--- src/rtl/mv_select_if.sv ---
// Bundle between pe_top (candidate SADs) and mv_select (motion vector result).
// The master side produces the candidate set and frame_start; the slave side
// (mv_select) returns the winning candidate, status and FSM state.
//
// Handshake: blk_ovalid is a one-cycle strobe with no ready signal. A set
// presented while mv_select reports busy is dropped and counted in drop_cnt.
// mv_vld is a one-cycle strobe. mv_idx/mv_x/mv_y/min_sad are valid with it and
// hold their values until the next strobe.
interface mv_select_if #(
    parameter int SAD_W = 32,
    parameter int CNT_W = 16
);
    logic             frame_start;
    logic             blk_ovalid;
    logic [SAD_W-1:0] blk0_o;
    logic [SAD_W-1:0] blk1_o;
    logic [SAD_W-1:0] blk2_o;
    logic [SAD_W-1:0] blk3_o;
    logic [SAD_W-1:0] blk4_o;
    logic [SAD_W-1:0] blk5_o;
    logic [SAD_W-1:0] blk6_o;
    logic [SAD_W-1:0] blk7_o;
    logic [SAD_W-1:0] blk8_o;
    logic [SAD_W-1:0] blk9_o;
    logic [SAD_W-1:0] blk10_o;
    logic [SAD_W-1:0] blk11_o;
    logic [SAD_W-1:0] blk12_o;
    logic [SAD_W-1:0] blk13_o;
    logic [SAD_W-1:0] blk14_o;
    logic [SAD_W-1:0] blk15_o;
    logic             mv_vld;
    logic [3:0]       mv_idx;
    logic [2:0]       mv_x;
    logic [2:0]       mv_y;
    logic [SAD_W-1:0] min_sad;
    logic             busy;
    logic [CNT_W-1:0] drop_cnt;
    logic [1:0]       fsm_state;

    modport master (
        output frame_start, blk_ovalid,
        output blk0_o, blk1_o, blk2_o, blk3_o, blk4_o, blk5_o, blk6_o, blk7_o,
        output blk8_o, blk9_o, blk10_o, blk11_o, blk12_o, blk13_o, blk14_o, blk15_o,
        input  mv_vld, mv_idx, mv_x, mv_y, min_sad, busy, drop_cnt, fsm_state
    );

    modport slave (
        input  frame_start, blk_ovalid,
        input  blk0_o, blk1_o, blk2_o, blk3_o, blk4_o, blk5_o, blk6_o, blk7_o,
        input  blk8_o, blk9_o, blk10_o, blk11_o, blk12_o, blk13_o, blk14_o, blk15_o,
        output mv_vld, mv_idx, mv_x, mv_y, min_sad, busy, drop_cnt, fsm_state
    );
endinterface

--- src/rtl/mv_select.sv ---
// Minimum-SAD selector: captures 16 candidate SADs, scans them serially
// (one compare per cycle), and reports the winning index as a signed motion
// vector on a GRID_W x GRID_W search grid. Sets arriving mid-scan are dropped
// and counted per frame.
module mv_select #(
    parameter int SAD_W  = 32,
    parameter int GRID_W = 4,
    parameter int MV_OFS = 2,
    parameter int CNT_W  = 16
) (
    input  logic        clk,
    input  logic        rst_n,
    mv_select_if.slave  bus
);
    localparam int NCAND = 16;

    localparam logic [1:0] S_IDLE = 2'd0;
    localparam logic [1:0] S_SCAN = 2'd1;
    localparam logic [1:0] S_OUT  = 2'd2;

    localparam logic [CNT_W-1:0] CNT_MAX = {CNT_W{1'b1}};

    logic [1:0]       state;
    logic [SAD_W-1:0] cand [NCAND];
    logic [SAD_W-1:0] bank [NCAND];
    logic [SAD_W-1:0] run_min;
    logic [3:0]       run_idx;
    logic [3:0]       k;

    logic             accept;
    logic             drop;
    logic             last_step;
    logic [SAD_W-1:0] cur_sad;
    logic [SAD_W-1:0] nxt_min;
    logic [3:0]       nxt_idx;
    logic [2:0]       nxt_mv_x;
    logic [2:0]       nxt_mv_y;

    // Gather the individual candidate ports into an indexable array.
    assign cand[0]  = bus.blk0_o;
    assign cand[1]  = bus.blk1_o;
    assign cand[2]  = bus.blk2_o;
    assign cand[3]  = bus.blk3_o;
    assign cand[4]  = bus.blk4_o;
    assign cand[5]  = bus.blk5_o;
    assign cand[6]  = bus.blk6_o;
    assign cand[7]  = bus.blk7_o;
    assign cand[8]  = bus.blk8_o;
    assign cand[9]  = bus.blk9_o;
    assign cand[10] = bus.blk10_o;
    assign cand[11] = bus.blk11_o;
    assign cand[12] = bus.blk12_o;
    assign cand[13] = bus.blk13_o;
    assign cand[14] = bus.blk14_o;
    assign cand[15] = bus.blk15_o;

    // A set is taken when idle or in the result cycle; anything during a scan is dropped.
    assign accept    = bus.blk_ovalid && (state == S_IDLE || state == S_OUT);
    assign drop      = bus.blk_ovalid && (state == S_SCAN);
    assign last_step = (k == 4'd15);

    assign bus.busy      = (state == S_SCAN);
    assign bus.fsm_state = state;

    // Maps a grid coordinate to a 3-bit signed offset from the search centre.
    function automatic logic [2:0] to_mv(input int coord);
        int v;
        v = coord - MV_OFS;
        return v[2:0];
    endfunction

    // One scan step: strict less-than so ties keep the earlier (lower) index.
    always_comb begin
        cur_sad  = bank[k];
        nxt_min  = run_min;
        nxt_idx  = run_idx;
        if (cur_sad < run_min) begin
            nxt_min = cur_sad;
            nxt_idx = k;
        end
        nxt_mv_x = to_mv(int'(nxt_idx) % GRID_W);
        nxt_mv_y = to_mv(int'(nxt_idx) / GRID_W);
    end

    // Capture bank: loaded only on an accepted set, untouched by drops.
    always_ff @(posedge clk or negedge rst_n) begin
        if (!rst_n) begin
            for (int i = 0; i < NCAND; i++) begin
                bank[i] <= '0;
            end
        end else if (accept) begin
            for (int i = 0; i < NCAND; i++) begin
                bank[i] <= cand[i];
            end
        end
    end

    // Control FSM plus running minimum and registered result outputs.
    always_ff @(posedge clk or negedge rst_n) begin
        if (!rst_n) begin
            state       <= S_IDLE;
            k           <= 4'd0;
            run_min     <= '0;
            run_idx     <= 4'd0;
            bus.mv_vld  <= 1'b0;
            bus.mv_idx  <= 4'd0;
            bus.mv_x    <= 3'd0;
            bus.mv_y    <= 3'd0;
            bus.min_sad <= '0;
        end else begin
            bus.mv_vld <= 1'b0;
            case (state)
                S_IDLE, S_OUT: begin
                    if (accept) begin
                        run_min <= cand[0];
                        run_idx <= 4'd0;
                        k       <= 4'd1;
                        state   <= S_SCAN;
                    end else begin
                        state <= S_IDLE;
                    end
                end
                S_SCAN: begin
                    run_min <= nxt_min;
                    run_idx <= nxt_idx;
                    k       <= k + 4'd1;
                    if (last_step) begin
                        state       <= S_OUT;
                        bus.mv_vld  <= 1'b1;
                        bus.mv_idx  <= nxt_idx;
                        bus.mv_x    <= nxt_mv_x;
                        bus.mv_y    <= nxt_mv_y;
                        bus.min_sad <= nxt_min;
                    end
                end
                default: begin
                    state <= S_IDLE;
                end
            endcase
        end
    end

    // Per-frame drop counter; frame_start restarts it, counting a coincident drop.
    always_ff @(posedge clk or negedge rst_n) begin
        if (!rst_n) begin
            bus.drop_cnt <= '0;
        end else if (bus.frame_start) begin
            bus.drop_cnt <= drop ? {{(CNT_W-1){1'b0}}, 1'b1} : '0;
        end else if (drop && bus.drop_cnt != CNT_MAX) begin
            bus.drop_cnt <= bus.drop_cnt + 1'b1;
        end
    end
endmodule

--- src/flat_wrapper.sv ---
// flat-port wrapper written by rule: the top's interface ports become plain ports
module mv_select_flat 
#(
    parameter int SAD_W  = 32,
    parameter int GRID_W = 4,
    parameter int MV_OFS = 2,
    parameter int CNT_W  = 16
)
  (clk, rst_n, bus_frame_start, bus_blk_ovalid, bus_blk0_o, bus_blk1_o, bus_blk2_o, bus_blk3_o, bus_blk4_o, bus_blk5_o, bus_blk6_o, bus_blk7_o, bus_blk8_o, bus_blk9_o, bus_blk10_o, bus_blk11_o, bus_blk12_o, bus_blk13_o, bus_blk14_o, bus_blk15_o, bus_mv_vld, bus_mv_idx, bus_mv_x, bus_mv_y, bus_min_sad, bus_busy, bus_drop_cnt, bus_fsm_state);
  mv_select_if #(.SAD_W(SAD_W), .CNT_W(CNT_W)) bus_i ();
  input  logic clk;
  input  logic rst_n;
  input wire logic [$bits(bus_i.frame_start)-1:0] bus_frame_start;
  input wire logic [$bits(bus_i.blk_ovalid)-1:0] bus_blk_ovalid;
  input wire logic [$bits(bus_i.blk0_o)-1:0] bus_blk0_o;
  input wire logic [$bits(bus_i.blk1_o)-1:0] bus_blk1_o;
  input wire logic [$bits(bus_i.blk2_o)-1:0] bus_blk2_o;
  input wire logic [$bits(bus_i.blk3_o)-1:0] bus_blk3_o;
  input wire logic [$bits(bus_i.blk4_o)-1:0] bus_blk4_o;
  input wire logic [$bits(bus_i.blk5_o)-1:0] bus_blk5_o;
  input wire logic [$bits(bus_i.blk6_o)-1:0] bus_blk6_o;
  input wire logic [$bits(bus_i.blk7_o)-1:0] bus_blk7_o;
  input wire logic [$bits(bus_i.blk8_o)-1:0] bus_blk8_o;
  input wire logic [$bits(bus_i.blk9_o)-1:0] bus_blk9_o;
  input wire logic [$bits(bus_i.blk10_o)-1:0] bus_blk10_o;
  input wire logic [$bits(bus_i.blk11_o)-1:0] bus_blk11_o;
  input wire logic [$bits(bus_i.blk12_o)-1:0] bus_blk12_o;
  input wire logic [$bits(bus_i.blk13_o)-1:0] bus_blk13_o;
  input wire logic [$bits(bus_i.blk14_o)-1:0] bus_blk14_o;
  input wire logic [$bits(bus_i.blk15_o)-1:0] bus_blk15_o;
  output wire logic [$bits(bus_i.mv_vld)-1:0] bus_mv_vld;
  output wire logic [$bits(bus_i.mv_idx)-1:0] bus_mv_idx;
  output wire logic [$bits(bus_i.mv_x)-1:0] bus_mv_x;
  output wire logic [$bits(bus_i.mv_y)-1:0] bus_mv_y;
  output wire logic [$bits(bus_i.min_sad)-1:0] bus_min_sad;
  output wire logic [$bits(bus_i.busy)-1:0] bus_busy;
  output wire logic [$bits(bus_i.drop_cnt)-1:0] bus_drop_cnt;
  output wire logic [$bits(bus_i.fsm_state)-1:0] bus_fsm_state;
  assign bus_i.frame_start = bus_frame_start;
  assign bus_i.blk_ovalid = bus_blk_ovalid;
  assign bus_i.blk0_o = bus_blk0_o;
  assign bus_i.blk1_o = bus_blk1_o;
  assign bus_i.blk2_o = bus_blk2_o;
  assign bus_i.blk3_o = bus_blk3_o;
  assign bus_i.blk4_o = bus_blk4_o;
  assign bus_i.blk5_o = bus_blk5_o;
  assign bus_i.blk6_o = bus_blk6_o;
  assign bus_i.blk7_o = bus_blk7_o;
  assign bus_i.blk8_o = bus_blk8_o;
  assign bus_i.blk9_o = bus_blk9_o;
  assign bus_i.blk10_o = bus_blk10_o;
  assign bus_i.blk11_o = bus_blk11_o;
  assign bus_i.blk12_o = bus_blk12_o;
  assign bus_i.blk13_o = bus_blk13_o;
  assign bus_i.blk14_o = bus_blk14_o;
  assign bus_i.blk15_o = bus_blk15_o;
  assign bus_mv_vld = bus_i.mv_vld;
  assign bus_mv_idx = bus_i.mv_idx;
  assign bus_mv_x = bus_i.mv_x;
  assign bus_mv_y = bus_i.mv_y;
  assign bus_min_sad = bus_i.min_sad;
  assign bus_busy = bus_i.busy;
  assign bus_drop_cnt = bus_i.drop_cnt;
  assign bus_fsm_state = bus_i.fsm_state;
  mv_select #(.SAD_W(SAD_W), .GRID_W(GRID_W), .MV_OFS(MV_OFS), .CNT_W(CNT_W)) u_core (.clk(clk), .rst_n(rst_n), .bus(bus_i));
endmodule
--- config.mk ---
export PLATFORM = sky130hd
export DESIGN_NAME = mv_select_flat
export DESIGN_NICKNAME = d
export VERILOG_FILES = /design/src/rtl/mv_select_if.sv /design/src/rtl/mv_select.sv /design/src/flat_wrapper.sv
export SDC_FILE = /design/constraint.sdc
export NUM_CORES = 1
export LEC_CHECK = 0
export CAP_MARGIN = 20
export CELL_PAD_IN_SITES_DETAIL_PLACEMENT = 0
export CELL_PAD_IN_SITES_GLOBAL_PLACEMENT = 1
export CORE_ASPECT_RATIO = 1.75
export CORE_UTILIZATION = 43
export DETAILED_ROUTE_END_ITERATION = 7
export PLACE_DENSITY_LB_ADDON = 0.2
export SETUP_SLACK_MARGIN = 0.4
export SYNTH_ARGS = -nofsm -noshare
export SYNTH_HDL_FRONTEND = slang
export SYNTH_SLANG_ARGS = --single-unit
--- constraint.sdc ---
create_clock -name clk -period 11.75 [get_ports clk]
set_input_delay 2.9375 -clock clk [delete_from_list [all_inputs] [get_ports clk]]
set_output_delay 2.9375 -clock clk [all_outputs]
set_load 0.05 [all_outputs]
# Word level (Yosys, flattened, before mapping)
# Index checks and enable logic that the tools add are counted.
# op_classes
n_mul	0
order_cmp	2
n_div	0
shift	0
n_reduce_logical	10
eq_ne	6
muxes	19
n_addsub	4
n_bitwise	1
# ops
operator	n
32-bit binary-select mux with 4-bit select	1
32-bit 2-to-1 mux	4
32-bit one-hot mux with 2 select lines	1
32-bit less-than comparator	1
16-bit 2-to-1 mux	2
16-bit by 1-bit adder with 16-bit output, second input constant	1
16-bit != test, second input constant	1
4-bit one-hot mux with 2 select lines	2
4-bit 2-to-1 mux	3
2-bit by 2-bit subtractor with 3-bit output, second input constant	2
5-bit greater-or-equal comparator, second input constant	1
4-bit inverter with 5-bit output	1
4-bit by 1-bit adder with 4-bit output, second input constant	1
4-bit equality test, second input constant	1
1-bit 2-to-1 mux	4
2-bit by 1-bit != test with 1-bit output, second input constant	2
2-bit one-hot mux with 2 select lines	1
2-bit AND reduction	2
2-bit nonzero test	2
1-bit logical AND	3
2-bit by 1-bit equality test with 1-bit output, second input constant	1
2-bit equality test, second input constant	1
2-bit zero test	1
2-bit 2-to-1 mux	1
other kinds (2)	2
# word_totals
latch_bits	0
input_bits	516
ramBits	0
ff_bits	613
memories	0
rom_bits	0

# Logic depth before layout (Yosys ltp)
# Gate-level depths: netlist of the first run.
# logic_depth
word_depth	7
depth_mapped	15
depth_no_buf	10

# Worst setup path before layout of the first run
# Ideal clock, no wire load.
# synth_path
path_type	register to output
from	register u_core.state[0] (netlist: u_core.bus.fsm_state[0])
to	output port bus_busy
t_required_ps	8812
setup_slack_ps	7244
t_arrival_ps	1569
path_stages_with_launch	4
path_cell_list	dfrtp_1 > nand2b_1 > inv_1 > clkbuf_1
# synth_via
elab_chain_len	1
# synth_lines
item	line	rtl
from (decl)	mv_select.sv:23	logic [1:0] state;
from (signal assigned)	mv_select.sv:101	state <= S_IDLE;
from (signal assigned)	mv_select.sv:118	state <= S_SCAN;
from (signal assigned)	mv_select.sv:120	state <= S_IDLE;
2-bit by 1-bit equality test with 1-bit output	mv_select.sv:62	assign bus.busy = (state == S_SCAN);
to (decl)	flat_wrapper.sv:36	output wire logic [$bits(bus_i.busy)-1:0] bus_busy;
# Every way passes these cells.

# Final worst setup path of the first run
# layout_path
from	register u_core.k[0]
to	register u_core.bus.min_sad[28]
# layout_via
elab_chain_len	6
elab_cells_between_ends	8
cone_classes	order compare: 1; eq/ne: 1; mux: 4; bitwise: 1; reduce/logical: 1
# layout_lines
item	line	rtl
from (decl)	mv_select.sv:28	logic [3:0] k;
from (signal assigned)	mv_select.sv:126	k <= k + 4'd1;
4-bit inverter with 5-bit output (not written as such)	mv_select.sv:74	cur_sad = bank[k];
32-bit binary-select mux with 4-bit select	mv_select.sv:74	
32-bit 2-to-1 mux (not written as such) (2 in a row)	mv_select.sv:74	
32-bit less-than comparator	mv_select.sv:77	if (cur_sad < run_min) begin
32-bit 2-to-1 mux	mv_select.sv:77	
to (signal assigned)	mv_select.sv:133	bus.min_sad <= nxt_min;
to (decl)	mv_select_if.sv:51	output mv_vld, mv_idx, mv_x, mv_y, min_sad, busy, drop_cnt, fsm_state
# Parallel ways exist; a longest one is shown, timed or not. The select of a mux whose other input is x is not followed.
# A chain may end at the register's enable or synchronous reset.

==> impl_metrics.yaml, run 1 <==
synth:
  yosysWarnings: 0
  synthCells: 2886
  synth_compound_area_share_pct: 5.288
  synthXorXnorAreaFrac_pct: 0.4027
  synth_top_family_by_area: "simple AND/OR/NAND/NOR gates"
  ys_async_sr_fraction_pct: 100.0
  syn_avg_cell_area_um2: 9.798
  ys_seq_area_share_pct: 53.89
  synth_fa_ha_area_share_pct: 1.460
  ys.flop_type: "dfrtp_1"
  synth.net_count: 3435
  synth-edff-count: 0
  synthSimpleGateAreaFrac_pct: 22.77
  synth-seq-cells: 609
  synthDistinctLibCells: 51
  netlist_area_um2: 28280
  synthMuxAreaShare_pct: 12.81
clocking:
  cts-buffers-inserted: 56
  ctsHoldBuffers: 0
  cts.reportedPaths.clkPinSlew_ns: 0.07
  postCtsResizedCells: 0
  cts_sinks: 609
  cts_root_buf: "clkbuf_16"
  htreeDepth: 2
  cts_tree: "done"
  cts_setup_buffers: 0
  clk_path_buf_depth: 3
  worstSkewPairLatency_ns: 0.64
sta:
  slew_viol_final: 0
  final.setup.tns_ns: 0
  min_period_over_period_pct: 53.68
  maxSlewHeadroom_pct: 27.74
  fin_skew_ns: 0.03313
  worstMarginPinSlew_ns: 1.081
  fin_crit_ns: 6.308
  setup_ws_ns: 5.442
  finalSetupViolCount: 0
  fmax_mhz: 158.5
  hold_violations: 0
  rsz0062_at_grt: "no"
floorplanning:
  initial_core_util_pct: 43.39
  fp.coreArea_um2: 65160
  die_y_um: 341.2
  rows: 124
  die_width_um: 195.9
  dieArea_um2: 66830
  ios: 578
route:
  wl_per_cell_um: 22.94
  viasPerCell: 5.449
  drtAntennaViolNets: 0
  drt_iter0_drc: 1656
  num_vias: 23141
  first_pass_iters: 5
  routed_wl_um: 97410
  drc_errors: 0
power_and_ir_drop:
  power_density_nw_per_um2: 292.2
  ir_drop_v: 0.0004126
  leakagePower_nw: 17.55
  finalPower_mw: 10.71
setup_path:
  cpPeakStageDelay_ns: 0.94
  worst_ep_required_time_ns: 12.25
  start_kind: "register"
  cp.arrival_ns: 6.81
  path_cells: "buf_4 -> mux4_2 -> mux4_2 -> ha_1 -> nand4_1 -> o221ai_1 -> a21oi_1 -> a21boi_0 -> or2_2 -> buf_4 -> nor3_1 -> a221oi_1"
  critPathTopFamily: "compound AO/OA/AOI/OAI gates"
  worstPathMaxFanout: 40
  crit_type: "register to register"
  crit_slowest_cell: "dfrtp_4"
  path_buf_inv: 2
  end_kind: "register"
outcome:
  status: "completed"
placement:
  place_congestion: 0.8758
  portBuffers: 577
  dp_hpwl_um: 69660
  pre_cts_ws_ns: 5.492
  dp_cells: 4114
grt:
  grt_use_total_pct: 29.36
  antenna_found_initial: 38
  grt_pass1_vias: 24132
  overflow: 0
  grt_max_degree: 229
  grt_pass1_wl_um: 147200
final_layout:
  area_delta_synth_final_pct: 29.66
  fillers: 5765
  drive_gt1_share_pct: 8.698
  fin_util_pct: 56.27
  stdcell_count: 4247
  nets: 3905
min_path:
  worstHoldPathType: "register to register"
flow_run:
  cap_violations: 0
power breakdown:
| part | internal [mW] | switching (mW) | total, mW |
|---|---|---|---|
| clock | 1.12 | 0.842 | 1.96 |
| combinational | 2.10 | 2.83 | 4.93 |
| sequential | 3.07 | 0.752 | 3.82 |
| total | 6.29 | 4.43 | 10.7 |
worst paths after layout:
check	start	endpoint	depth (start not counted)	slack (ns)
max	u_core.k[0]	u_core.bus.min_sad[28]	12	5.44
min	u_core.bank[31]	u_core.bank[31]	2	0.47
max reg2reg	u_core.k[0]	u_core.bus.min_sad[28]	12	5.44
min reg2reg	u_core.bank[31]	u_core.bank[31]	2	0.47
max in group asynchronous	rst_n	u_core.bank[184]	3	7.18
min in group asynchronous	rst_n	u_core.bank[453]	1	2.37
layer usage:
layer / track usage (%) / vias up / part of all wire, %
met5: 0 / - / 0.17
met2: 48.38 / 932 / 49
met1: 38.06 / 11509 / 41
li1: - / 10509 / -
met4: 10.58 / 24 / 3.2
met3: 6.584 / 167 / 7.2
state kept, by name, indices dropped and copies added (netlist names):
| register | count |
|---|---|
| u_core.k | 4 |
| u_core.bus.mv_vld | 1 |
| u_core.bus.min_sad | 32 |
| u_core.bus.mv_y | 1 |
| u_core.bank | 512 |
| u_core.bus.drop_cnt | 16 |
| u_core.run_min | 32 |
| u_core.run_idx | 4 |
| u_core.bus.mv_x | 1 |
| u_core.bus.mv_idx | 4 |
| u_core.bus.fsm_state | 2 |
tightest hold or removal path: cells and delay by family (launching register included):
kind / cells / cell delay [ns]
flops: 1 / 0.34
simple gates: 2 / 0.10
Yosys cell counts (2+ instances only):
cell / n / area (µm²)
a221o_1: 32 / 320.3
o211ai_1: 3 / 22.52
a211oi_1: 5 / 37.54
dfrtp_1: 609 / 15240
xor2_1: 8 / 70.07
mux2i_1: 3 / 30.03
nand4_1: 8 / 50.05
or3_1: 2 / 12.51
buf_4: 4 / 30.03
and2_1: 34 / 212.7
nor3_1: 34 / 170.2
buf_6: 8 / 90.09
inv_1: 36 / 135.1
and3_1: 2 / 12.51
o21ai_0: 16 / 80.08
nand2b_1: 5 / 31.28
o21a_1: 2 / 15.01
nor2_1: 68 / 255.2
ha_1: 33 / 412.9
nand2_1: 1487 / 5582
a21oi_1: 8 / 40.04
clkbuf_1: 159 / 596.8
buf_2: 14 / 70.07
mux4_2: 159 / 3581
o22a_1: 2 / 17.52
a221oi_1: 31 / 271.5
o221ai_1: 33 / 289.0
a22o_1: 6 / 52.55
and4_1: 3 / 26.28
xnor2_1: 5 / 43.79
nand3_1: 9 / 45.04
a21o_1: 32 / 240.2
buf_1: 8 / 30.03
cell type report:
class / count / area [µm²] / area share (%)
Clock buffer: 87 / 1730 / 4.720
Inverter: 37 / 138.9 / 0.3788
Timing Repair Buffer: 605 / 6113 / 16.67
Antenna cell: 25 / 62.56 / 0.1706
Multi-Input combinational cell: 2047 / 12110 / 33.03
Sequential cell: 609 / 15250 / 41.60
Tap cell: 819 / 1025 / 2.795
Clock inverter: 18 / 230.2 / 0.6279
cells by family after synthesis:
group,count (synthesis)
simple gates,1658
flops,609
buf+inv,230
compound gates,180
mux,163
fa+ha+maj,33
xor+xnor,13
placed cells by master (no fill, tap or decap), types with 3 or more instances in the layout:
| cell | count |
|---|---|
| nand2_1 | 1487 |
| dfrtp_1 | 605 |
| clkdlybuf4s50_1 | 576 |
| mux4_2 | 159 |
| nor2_1 | 68 |
| clkbuf_16 | 58 |
| inv_1 | 36 |
| nor3_1 | 34 |
| and2_1 | 34 |
| o221ai_1 | 33 |
| ha_1 | 33 |
| a21o_1 | 32 |
| a221o_1 | 32 |
| a221oi_1 | 31 |
| diode_2 | 25 |
| buf_4 | 20 |
| clkbuf_8 | 17 |
| o21ai_0 | 15 |
| clkbuf_1 | 12 |
| clkinv_2 | 11 |
| nand3_1 | 9 |
| nand4_1 | 8 |
| xor2_1 | 8 |
| a21oi_1 | 7 |
| a22o_1 | 6 |
| a211oi_1 | 5 |
| xnor2_1 | 5 |
| bufinv_16 | 5 |
| buf_12 | 5 |
| nand2b_1 | 4 |
| o211ai_1 | 3 |
| and4_1 | 3 |
| mux2i_1 | 3 |
| buf_16 | 3 |
| dfrtp_4 | 3 |
metrics by stage:
step | hold slack [ns] | cell area (µm²)
4_1_cts | 0.4734 | 36520
6_report | 0.4707 | 36660
2_1_floorplan | 0.4403 | 28280
5_1_grt | 0.4922 | 36660
3_5_place_dp | 0.4572 | 34560
3_3_place_gp | 0.4518 | 34560
Power figures use the tool's default switching activity.
==> inputs of run 2 (changes only) <==
--- a/config.mk
+++ b/config.mk
@@ -9,7 +9,7 @@
 export CELL_PAD_IN_SITES_DETAIL_PLACEMENT = 0
 export CELL_PAD_IN_SITES_GLOBAL_PLACEMENT = 1
 export CORE_ASPECT_RATIO = 1.75
-export CORE_UTILIZATION = 43
+export CORE_UTILIZATION = 40
 export DETAILED_ROUTE_END_ITERATION = 7
 export PLACE_DENSITY_LB_ADDON = 0.2
 export SETUP_SLACK_MARGIN = 0.4
==> constraint.sdc (replaced) <==
create_clock -name clk -period 6 [get_ports clk]
set_input_delay 1.5 -clock clk [delete_from_list [all_inputs] [get_ports clk]]
set_output_delay 1.5 -clock clk [all_outputs]
set_load 0.05 [all_outputs]
==> impl_metrics.yaml, run 2 (synthesis gave the netlist of run 1 again) <==
outcome:
  status: "completed"
power_and_ir_drop:
  ir_drop_v: 0.0007398
  leakagePower_nw: 17.62
  power_density_nw_per_um2: 572.9
  finalPower_mw: 21.14
grt:
  grt_max_degree: 143
  grt_use_total_pct: 28.61
  antenna_found_initial: 6
  grt_pass1_wl_um: 154200
  overflow: 0
  grt_pass1_vias: 24296
floorplanning:
  die_y_um: 353.7
  rows: 128
  dieArea_um2: 71800
  ios: 578
  initial_core_util_pct: 40.50
  fp.coreArea_um2: 69830
  die_width_um: 203.0
final_layout:
  nets: 3915
  layout_commonest_cell: "nand2_1"
  fillers: 6364
  largest-register: "u_core.bank"
  area_delta_synth_final_pct: 30.49
  fin_util_pct: 52.84
  drive_gt1_share_pct: 9.022
  layout_common_cells: "1487 x nand2_1, 605 x dfrtp_1, 576 x clkdlybuf4s50_1, 159 x mux4_2, 68 x nor2_1"
  fin_area_um2: 36900
  reg.largest.list: "u_core.bank: 512 flops, u_core.bus.min_sad: 32 flops, u_core.run_min: 32 flops"
  largest_reg_flops: 512
clocking:
  cts-buffers-inserted: 58
  htreeDepth: 2
  cts_root_buf: "clkbuf_16"
  postCtsResizedCells: 0
  cts_setup_buffers: 0
  worstSkewPairLatency_ns: 0.62
  cts.reportedPaths.clkPinSlew_ns: 0.06
  clk_path_buf_depth: 3
  ctsHoldBuffers: 0
  cts_tree: "done"
  cts_sinks: 609
placement:
  place_congestion: 0.9268
  dpl-instance-area_um2: 34920
  dp_hpwl_um: 76230
  portBuffers: 577
setup_path:
  r2r-start: "u_core.k[1]"
  worstPathMaxFanout: 49
  worst_ep_required_time_ns: 6.47
  end_kind: "register"
  cp.arrival_ns: 5.59
  start_kind: "register"
  crit_start: "u_core.k[1]"
  crit_type: "register to register"
route:
  routed_wl_um: 102200
  num_vias: 23320
  drt_iter0_drc: 2142
  drtAntennaViolNets: 0
  viasPerCell: 5.391
  drc_errors: 0
  first_pass_iters: 8
  wl_per_cell_um: 23.62
sta:
  fmax_mhz: 195.5
  slew_viol_final: 0
  final.setup.tns_ns: 0
  rsz0062_at_grt: "no"
  worstMarginPinSlew_ns: 0.9825
  holdWs_ns: 0.4699
  hold_violations: 0
  fin_crit_ns: 5.115
  finalSetupViolCount: 0
  min_period_over_period_pct: 85.26
  fin_skew_ns: 0.02301
  maxSlewHeadroom_pct: 34.50
flow_run:
  cap_violations: 0
min_path:
  min_from: "u_core.bank[153]"
  worstHoldPathType: "register to register"
run 2: cell types whose count changed in the layout (fill, tap and decap cells not counted), sizes merged:
cell      delta
buf          +8
bufinv       -2
clkbuf       +4
clkinv       -2
clkinvlp     +2
diode       -23
inv          +1
run 2: cell type report:
class	instances	area, µm²	area share (%)
Tap cell	910	1139	3.086
Clock inverter	17	168.9	0.4578
Sequential cell	609	15250	41.34
Inverter	37	138.9	0.3764
Antenna cell	2	5.005	0.01356
Multi-Input combinational cell	2047	12110	32.82
Timing Repair Buffer	613	6276	17.01
Clock buffer	91	1807	4.897
run 2: worst paths after layout:
check,depth (start not counted),slack (ns),end
worst max register to register,11,0.88,u_core.bus.min_sad[28]
worst max-delay path,11,0.88,u_core.bus.min_sad[28]
min in group asynchronous,1,0.91,u_core.bank[456]
worst min register to register,2,0.47,u_core.bank[153]
max in group asynchronous,2,3.67,u_core.k[2]
worst min-delay path,2,0.47,u_core.bank[153]
run 2: report_power, final:
group	leakage (nW)	switching, mW	internal [mW]
Clock	0.981	1.64	2.19
Combinational	9.02	5.60	4.23
Sequential	7.62	1.47	6.01
run 2: critical path: stages (launching register included):
cell and delay [ns]:
dfrtp_4 0.99, buf_12 0.32, mux4_2 0.36, mux4_2 0.56, ha_1 0.32, and4_1 0.19, a41oi_1 0.18, a21oi_4 0.71
nand2_1 0.64, buf_4 0.41, nor2_1 0.13, a221oi_1 0.10
run 2: through the flow:
stage | instances | setup WS [ns]
after floorplan | 2886 | 1.669
after global placement | 4215 | 1.053
after detailed placement | 4216 | 0.9428
after CTS | 4324 | 0.9191
after global routing | 4326 | 0.7253
final | 4326 | 0.8846
run 2: metal layers:
| metal | part of all wire, % | track usage, % | vias up |
|---|---|---|---|
| met5 | 0.037 | 0 | - |
| met4 | 3.4 | 9.714 | 6 |
| met3 | 6.6 | 4.510 | 144 |
| met2 | 48 | 46.55 | 985 |
| met1 | 42 | 38.95 | 11700 |
| li1 | - | - | 10485 |
